===== src/rtl/comm_mem_pkg.sv =====
// comm_mem_pkg: shared definitions for the comm-to-memory bridge.
//   state_t          : bridge sequencer states
//   ADDR_W / DATA_W  : memory port address and data widths
//   DEF_BLOCK_WORDS  : default words per block request (power of two, >= 2)
//   DEF_BW_BLOCK     : log2(DEF_BLOCK_WORDS)
package comm_mem_pkg;

  localparam int ADDR_W          = 27;
  localparam int DATA_W          = 32;
  localparam int DEF_BLOCK_WORDS = 4;
  localparam int DEF_BW_BLOCK    = 2;

  typedef enum logic [2:0] {
    IDLE     = 3'd0,
    WR_LOAD  = 3'd1,
    WR_ISSUE = 3'd2,
    RD_ISSUE = 3'd3,
    RD_WAIT  = 3'd4,
    RD_BEAT  = 3'd5,
    DONE     = 3'd6,
    DRAIN    = 3'd7
  } state_t;

endpackage


===== src/rtl/comm_mem_bridge.sv =====
// comm_mem_bridge: sequences single-word and block read/write requests from
// the comm controller onto a single-outstanding, word-wide memory port.
//
// Ports
//   clock_i, resetn_i       : clock, asynchronous active-low reset
//   reqdev_i                : requesting device ID, latched at accept
//   req_i, req_block_i, rw_i: request strobe, block/single, write/read
//   add_i, data_i           : byte address, current write word
//   clear_i                 : synchronous abort of the active transfer
//   ready_o                 : idle, a request may be accepted
//   valid_o, data_o         : per-word beat (read word, or write word consumed)
//   done_o                  : one-cycle transfer-complete pulse
//   mem_req_o, mem_rw_o     : memory request, 1 = write
//   mem_dev_o, mem_add_o    : latched device ID, word-aligned byte address
//   mem_wdata_o             : memory write data
//   mem_wait_i              : memory stall, request held while high
//   mem_rvalid_i, mem_rdata_i : read data return
//
// Every output is a register updated from the next state, so no input has a
// combinational path to an output.
module comm_mem_bridge
  import comm_mem_pkg::*;
#(
  parameter int BLOCK_WORDS = DEF_BLOCK_WORDS,
  parameter int BW_BLOCK    = DEF_BW_BLOCK
) (
  input  logic                clock_i,
  input  logic                resetn_i,
  input  logic [2:0]          reqdev_i,
  input  logic                req_i,
  input  logic                req_block_i,
  input  logic                rw_i,
  input  logic [ADDR_W-1:0]   add_i,
  input  logic [DATA_W-1:0]   data_i,
  input  logic                clear_i,
  output logic                ready_o,
  output logic                valid_o,
  output logic [DATA_W-1:0]   data_o,
  output logic                done_o,
  output logic                mem_req_o,
  output logic                mem_rw_o,
  output logic [2:0]          mem_dev_o,
  output logic [ADDR_W-1:0]   mem_add_o,
  output logic [DATA_W-1:0]   mem_wdata_o,
  input  logic                mem_wait_i,
  input  logic                mem_rvalid_i,
  input  logic [DATA_W-1:0]   mem_rdata_i
);

  localparam int WL_W = BW_BLOCK + 1;

  // Block requests align to the whole block, singles to the word.
  localparam logic [ADDR_W-1:0] BLK_MASK  = {ADDR_W{1'b1}} << (BW_BLOCK + 2);
  localparam logic [ADDR_W-1:0] WORD_MASK = {ADDR_W{1'b1}} << 2;
  localparam logic [ADDR_W-1:0] ADDR_STEP = ADDR_W'(4);

  state_t          state;
  state_t          state_nxt;
  logic [WL_W-1:0] words_left;
  logic            accept;
  logic            issue_ok;

  assign accept   = (state == IDLE) && req_i && ready_o;
  assign issue_ok = ((state == WR_ISSUE) || (state == RD_ISSUE)) && !mem_wait_i;

  always_comb begin
    state_nxt = state;
    case (state)
      IDLE:     if (accept) state_nxt = rw_i ? WR_LOAD : RD_ISSUE;
      WR_LOAD:  state_nxt = WR_ISSUE;
      // words_left still counts the word being issued here.
      WR_ISSUE: if (!mem_wait_i)
                  state_nxt = (words_left == WL_W'(1)) ? DONE : WR_LOAD;
      RD_ISSUE: if (!mem_wait_i) state_nxt = RD_WAIT;
      RD_WAIT:  if (mem_rvalid_i) state_nxt = RD_BEAT;
      // words_left was already decremented when this word was issued.
      RD_BEAT:  state_nxt = (words_left == '0) ? DONE : RD_ISSUE;
      DONE:     state_nxt = IDLE;
      DRAIN:    if (mem_rvalid_i) state_nxt = IDLE;
      default:  state_nxt = IDLE;
    endcase
    // Abort wins over everything. A read already accepted by memory still
    // owes one rvalid, which DRAIN swallows.
    if (clear_i && (state != IDLE)) begin
      if ((state == RD_WAIT) || ((state == RD_ISSUE) && !mem_wait_i))
        state_nxt = DRAIN;
      else
        state_nxt = IDLE;
    end
  end

  always_ff @(posedge clock_i or negedge resetn_i) begin
    if (!resetn_i) begin
      state       <= IDLE;
      words_left  <= '0;
      ready_o     <= 1'b0;
      valid_o     <= 1'b0;
      done_o      <= 1'b0;
      mem_req_o   <= 1'b0;
      mem_rw_o    <= 1'b0;
      mem_dev_o   <= '0;
      mem_add_o   <= '0;
      mem_wdata_o <= '0;
      data_o      <= '0;
    end else begin
      state     <= state_nxt;
      ready_o   <= (state_nxt == IDLE);
      valid_o   <= (state_nxt == WR_LOAD) || (state_nxt == RD_BEAT);
      done_o    <= (state_nxt == DONE);
      mem_req_o <= (state_nxt == WR_ISSUE) || (state_nxt == RD_ISSUE);
      mem_rw_o  <= (state_nxt == WR_ISSUE);

      if (accept) begin
        mem_dev_o  <= reqdev_i;
        mem_add_o  <= add_i & (req_block_i ? BLK_MASK : WORD_MASK);
        words_left <= req_block_i ? WL_W'(BLOCK_WORDS) : WL_W'(1);
      end

      if (state == WR_LOAD)
        mem_wdata_o <= data_i;

      // Address advances only once memory takes the word, so it is stable
      // for the whole stall; wraps naturally at 2^ADDR_W.
      if (issue_ok) begin
        mem_add_o  <= mem_add_o + ADDR_STEP;
        words_left <= words_left - WL_W'(1);
      end

      if ((state == RD_WAIT) && mem_rvalid_i)
        data_o <= mem_rdata_i;
    end
  end

endmodule


===== config.mk =====
export PLATFORM = sky130hd
export DESIGN_NAME = comm_mem_bridge
export DESIGN_NICKNAME = d
export VERILOG_FILES = /design/src/rtl/comm_mem_pkg.sv /design/src/rtl/comm_mem_bridge.sv
export SDC_FILE = /design/constraint.sdc
export NUM_CORES = 1
export LEC_CHECK = 0
export CORE_ASPECT_RATIO = 0.5
export CORE_MARGIN = 2
export CORE_UTILIZATION = 40
export CTS_BUF_LIST = sky130_fd_sc_hd__clkbuf_8
export DETAILED_ROUTE_END_ITERATION = 8
export GPL_ROUTABILITY_DRIVEN = 0
export HOLD_SLACK_MARGIN = 0.08
export PLACE_DENSITY = 0.77
export SLEW_MARGIN = 20
export SYNTH_ARGS = -nofsm -noshare
export SYNTH_HDL_FRONTEND = slang
export SYNTH_SLANG_ARGS = --single-unit

===== constraint.sdc =====
create_clock -name clock_i -period 5.7 [get_ports clock_i]
set_input_delay 0.57 -clock clock_i [delete_from_list [all_inputs] [get_ports clock_i]]
set_output_delay 0.57 -clock clock_i [all_outputs]
set_load 0.03 [all_outputs]

==> impl_results.md <==
- Clk Tree Root Cell: clkbuf_8
- CP Class: in2reg
- Max-cap violations: 0
- Average size of a mapped cell: around 12 sq um
- Hold Crit Class: in2async
- IO buf count: about 200
- CTS tree: yes
- Synth top cells by count: dfrtp_1 (103), mux2_2 (58), nand2_1 (31)
- Overflow after GRT: 0
- Global-route track usage on met3: about 5.3%
- Met2 Use GR: around 32%
- Largest net degree at the start of global routing: 58
- Starting DRC count in detailed routing: between 150 and 200
- Final WL: ~12 mm
- Status: finished, final reports clean
- Hold slack: a little under 0.2 ns
- Clock share of power: ~14%
- RSZ-0062 raised after global routing: false
- Core ar.: between 10,000 and 15,000 sq um
- Top FF cell, synth: dfrtp_1
- Final period utilization: a little over two fifths
- Synth top area share: a little under three fifths
- CP arrival: ~2.8 ns
- CP max FO: 12
- CTS buffer count: 9
- Post-cts resize count: 0
- Wire length per cell: roughly 16 microns
- Cell Count, Final, Fillers Out: just over 700
- Clock sinks: 103
- Distinct cell type count after synthesis: a little over 60
- Pre-antenna DRT Iters: 5
- Layout Utilization: 62.7%
- GRT busiest layer: met2
- YS warnings: 0
- Fraction of layout cells with a size suffix above 1: 17.5%
- Slew Viols, Final: 0
- Switching pwr: approximately 1.7 mW
- Routed vias/inst: 5.17
- RR Startpoint: state[2]
- CP Capture Type: flip-flop
- Io pins: roughly 200
- All-Layer GR Usage: 18.9%
- Worst setup SP type: input port
- Reg power frac: between 30% and 40%
- DRC Markers: 0
- Worst-Margin Slew: 0.736 ns
- Clock-pin slew on the worst setup and hold paths: approximately 0.10 ns
- Nets: ~680
- Clk_skew: between 0.005 and 0.006 ns
- Vias in the first global route: 3,601
- Net Sw Frac: around 41%
- Global-route wire length before repair: ~18 mm
- Max VDD drop: about 0.00025 V
- Max Buffers Root-to-Sink: 2
- Starting density of the core: about two fifths
- Synthesis-to-layout area growth: 51.2%
- Leakage: 2.86 nW
- Reg2reg setup slack: about 3.4 ns
- Worst-Skew Late Latency: ~0.36 ns
- Final setup viols: 0
- Number of hold buffers added after CTS: 0
- Asr flop ratio synth: between 90% and 100%
- Final Hold Violating Endpoints: 0
- Fmax: between 300 and 400 MHz
- Die Span X: 156 microns
- # diodes: 0
- Slew headroom: 51.0%
- Synthesized netlist cell count: 380
- Crit path launch: mem_wait_i
- Crit path required time: 5.94 ns
- Buffers inserted by post-CTS timing repair: 0
- Layout fillers: between 900 and 1,000
- Combinational share of power: a little over half
- Setup TNS Final: 0 ns
- Pre-CTS WS: between 2 and 3 ns
- Final worst slack: between 3 and 4 ns
- Count leader, synth: dfrtp_1
- DR vias: 3,731
- Sequential-to-total area share from yosys stat: a little under three fifths
- Most area-consuming cells after synthesis: dfrtp_1 (56%), mux2_2 (14%), nand2_1 (2.5%), nor2_1 (1.5%), nand3_1 (1.5%)
- Initial antenna violation count: 0
- Mapped cell area: 4610 sq um
- Die ar.: between 10,000 and 15,000 sq um
- Largest area contributor in the netlist: dfrtp_1
- Placed instance count: between 700 and 800
- Critical Path Sink: mem_add_o[22]
- Post-synth EDFFs: 0
- H-tree levels: 3
- R2r endpoint: mem_add_o[22]
- Cells on worst reg2reg path: 5
- Hpwl dp: 8.46 mm
- FF+latch count, synth: slightly above 100
- Met1 Use GR: a little under a quarter
- PwrDens: 596 nW/um^2
- Site Rows: 27
- Clock period minus worst slack: 2.51 ns
- Die height: 79.9 microns
- Final ANT Viol Nets: 0
- Cell internal pwr: 2.43 mW
==> cells in the final DEF, fill, tap and decap left out, types with 6 or more instances in the layout <==
master           synthesis  final
o211ai_1                 6      6
nand2_1                 31     31
dfrtp_1                103    103
mux2_1                   6      6
clkdlybuf4s50_1          0    195
a21oi_1                 12     12
nor2_1                  19     19
o21ai_0                  8      8
nor3_1                   8      7
mux2_2                  58     58
and3_1                   9      8
inv_1                    7      7
clkbuf_8                 0     11
nand3_1                 14     13
==> power by group through the flow <==
stage | Sequential, mW | Clock [mW] | Combinational [mW]
3_5_place_dp | 1.37 | 0 | 2.24
5_1_grt | 1.41 | 0.617 | 2.36
3_3_place_gp | 1.35 | 0 | 2.21
4_1_cts | 1.35 | 0.588 | 2.25
2_1_floorplan | 1.98 | 0 | 0.695
6_report | 1.36 | 0.570 | 2.23
==> registers in the layout, summed over array words and instances (netlist names), 3 cells and up <==
signal and count:
data_o 32, mem_add_o 25, mem_dev_o 3, mem_wdata_o 32, state 3, words_left 3
==> worst max-delay path, cell delays in order <==
cell             delay, ns
clkdlybuf4s50_1       0.53
or3b_1                0.61
or2_1                 0.38
or3_4                 0.37
o211ai_2              0.16
o311ai_2              0.12
==> metrics by stage <==
stage / instance area (sq um) / power, mW
after global routing: 6970 / 4.38
after floorplan: 4620 / 2.67
after detailed placement: 6700 / 3.61
after CTS: 6960 / 4.19
final: 6970 / 4.16
after global placement: 6700 / 3.56
==> how the worst min path moves through the flow <==
stage                       to  cells after the start
3_5_place_dp      mem_dev_o[1]                      2
5_1_grt           mem_dev_o[2]                      1
4_1_cts                ready_o                      1
6_report          mem_dev_o[2]                      1
3_3_place_gp   mem_wdata_o[15]                      1
2_1_floorplan        data_o[0]                      0
==> final cells by class <==
cell class | instances | area [sq um] | share of cell area, %
well taps | 145 | 181 | 2.60
clock buffers | 11 | 151 | 2.17
inverters | 8 | 31.3 | 0.449
clock inverters | 5 | 104 | 1.49
flip-flops and latches | 103 | 2580 | 37.0
repair buffers | 199 | 1980 | 28.4
multi-input cells | 251 | 1940 | 27.9
==> layer usage <==
layer / up-vias / routed length (microns)
met5: - / 0
met2: 95 / 5960
li1: 1782 / -
met1: 1844 / 5110
met4: 0 / 173
met3: 10 / 522
==> kinds of logic after synthesis <==
kind of cell	Yosys count	share of synthesized area, %
flops	103	55.9
other cells	1	0.0813
mux	64	15.6
xor+xnor	1	0.190
fa+ha+maj	4	1.09
compound gates	71	11.6
buf+inv	27	2.74
simple gates	109	12.8
Power figures use the tool's default switching activity.
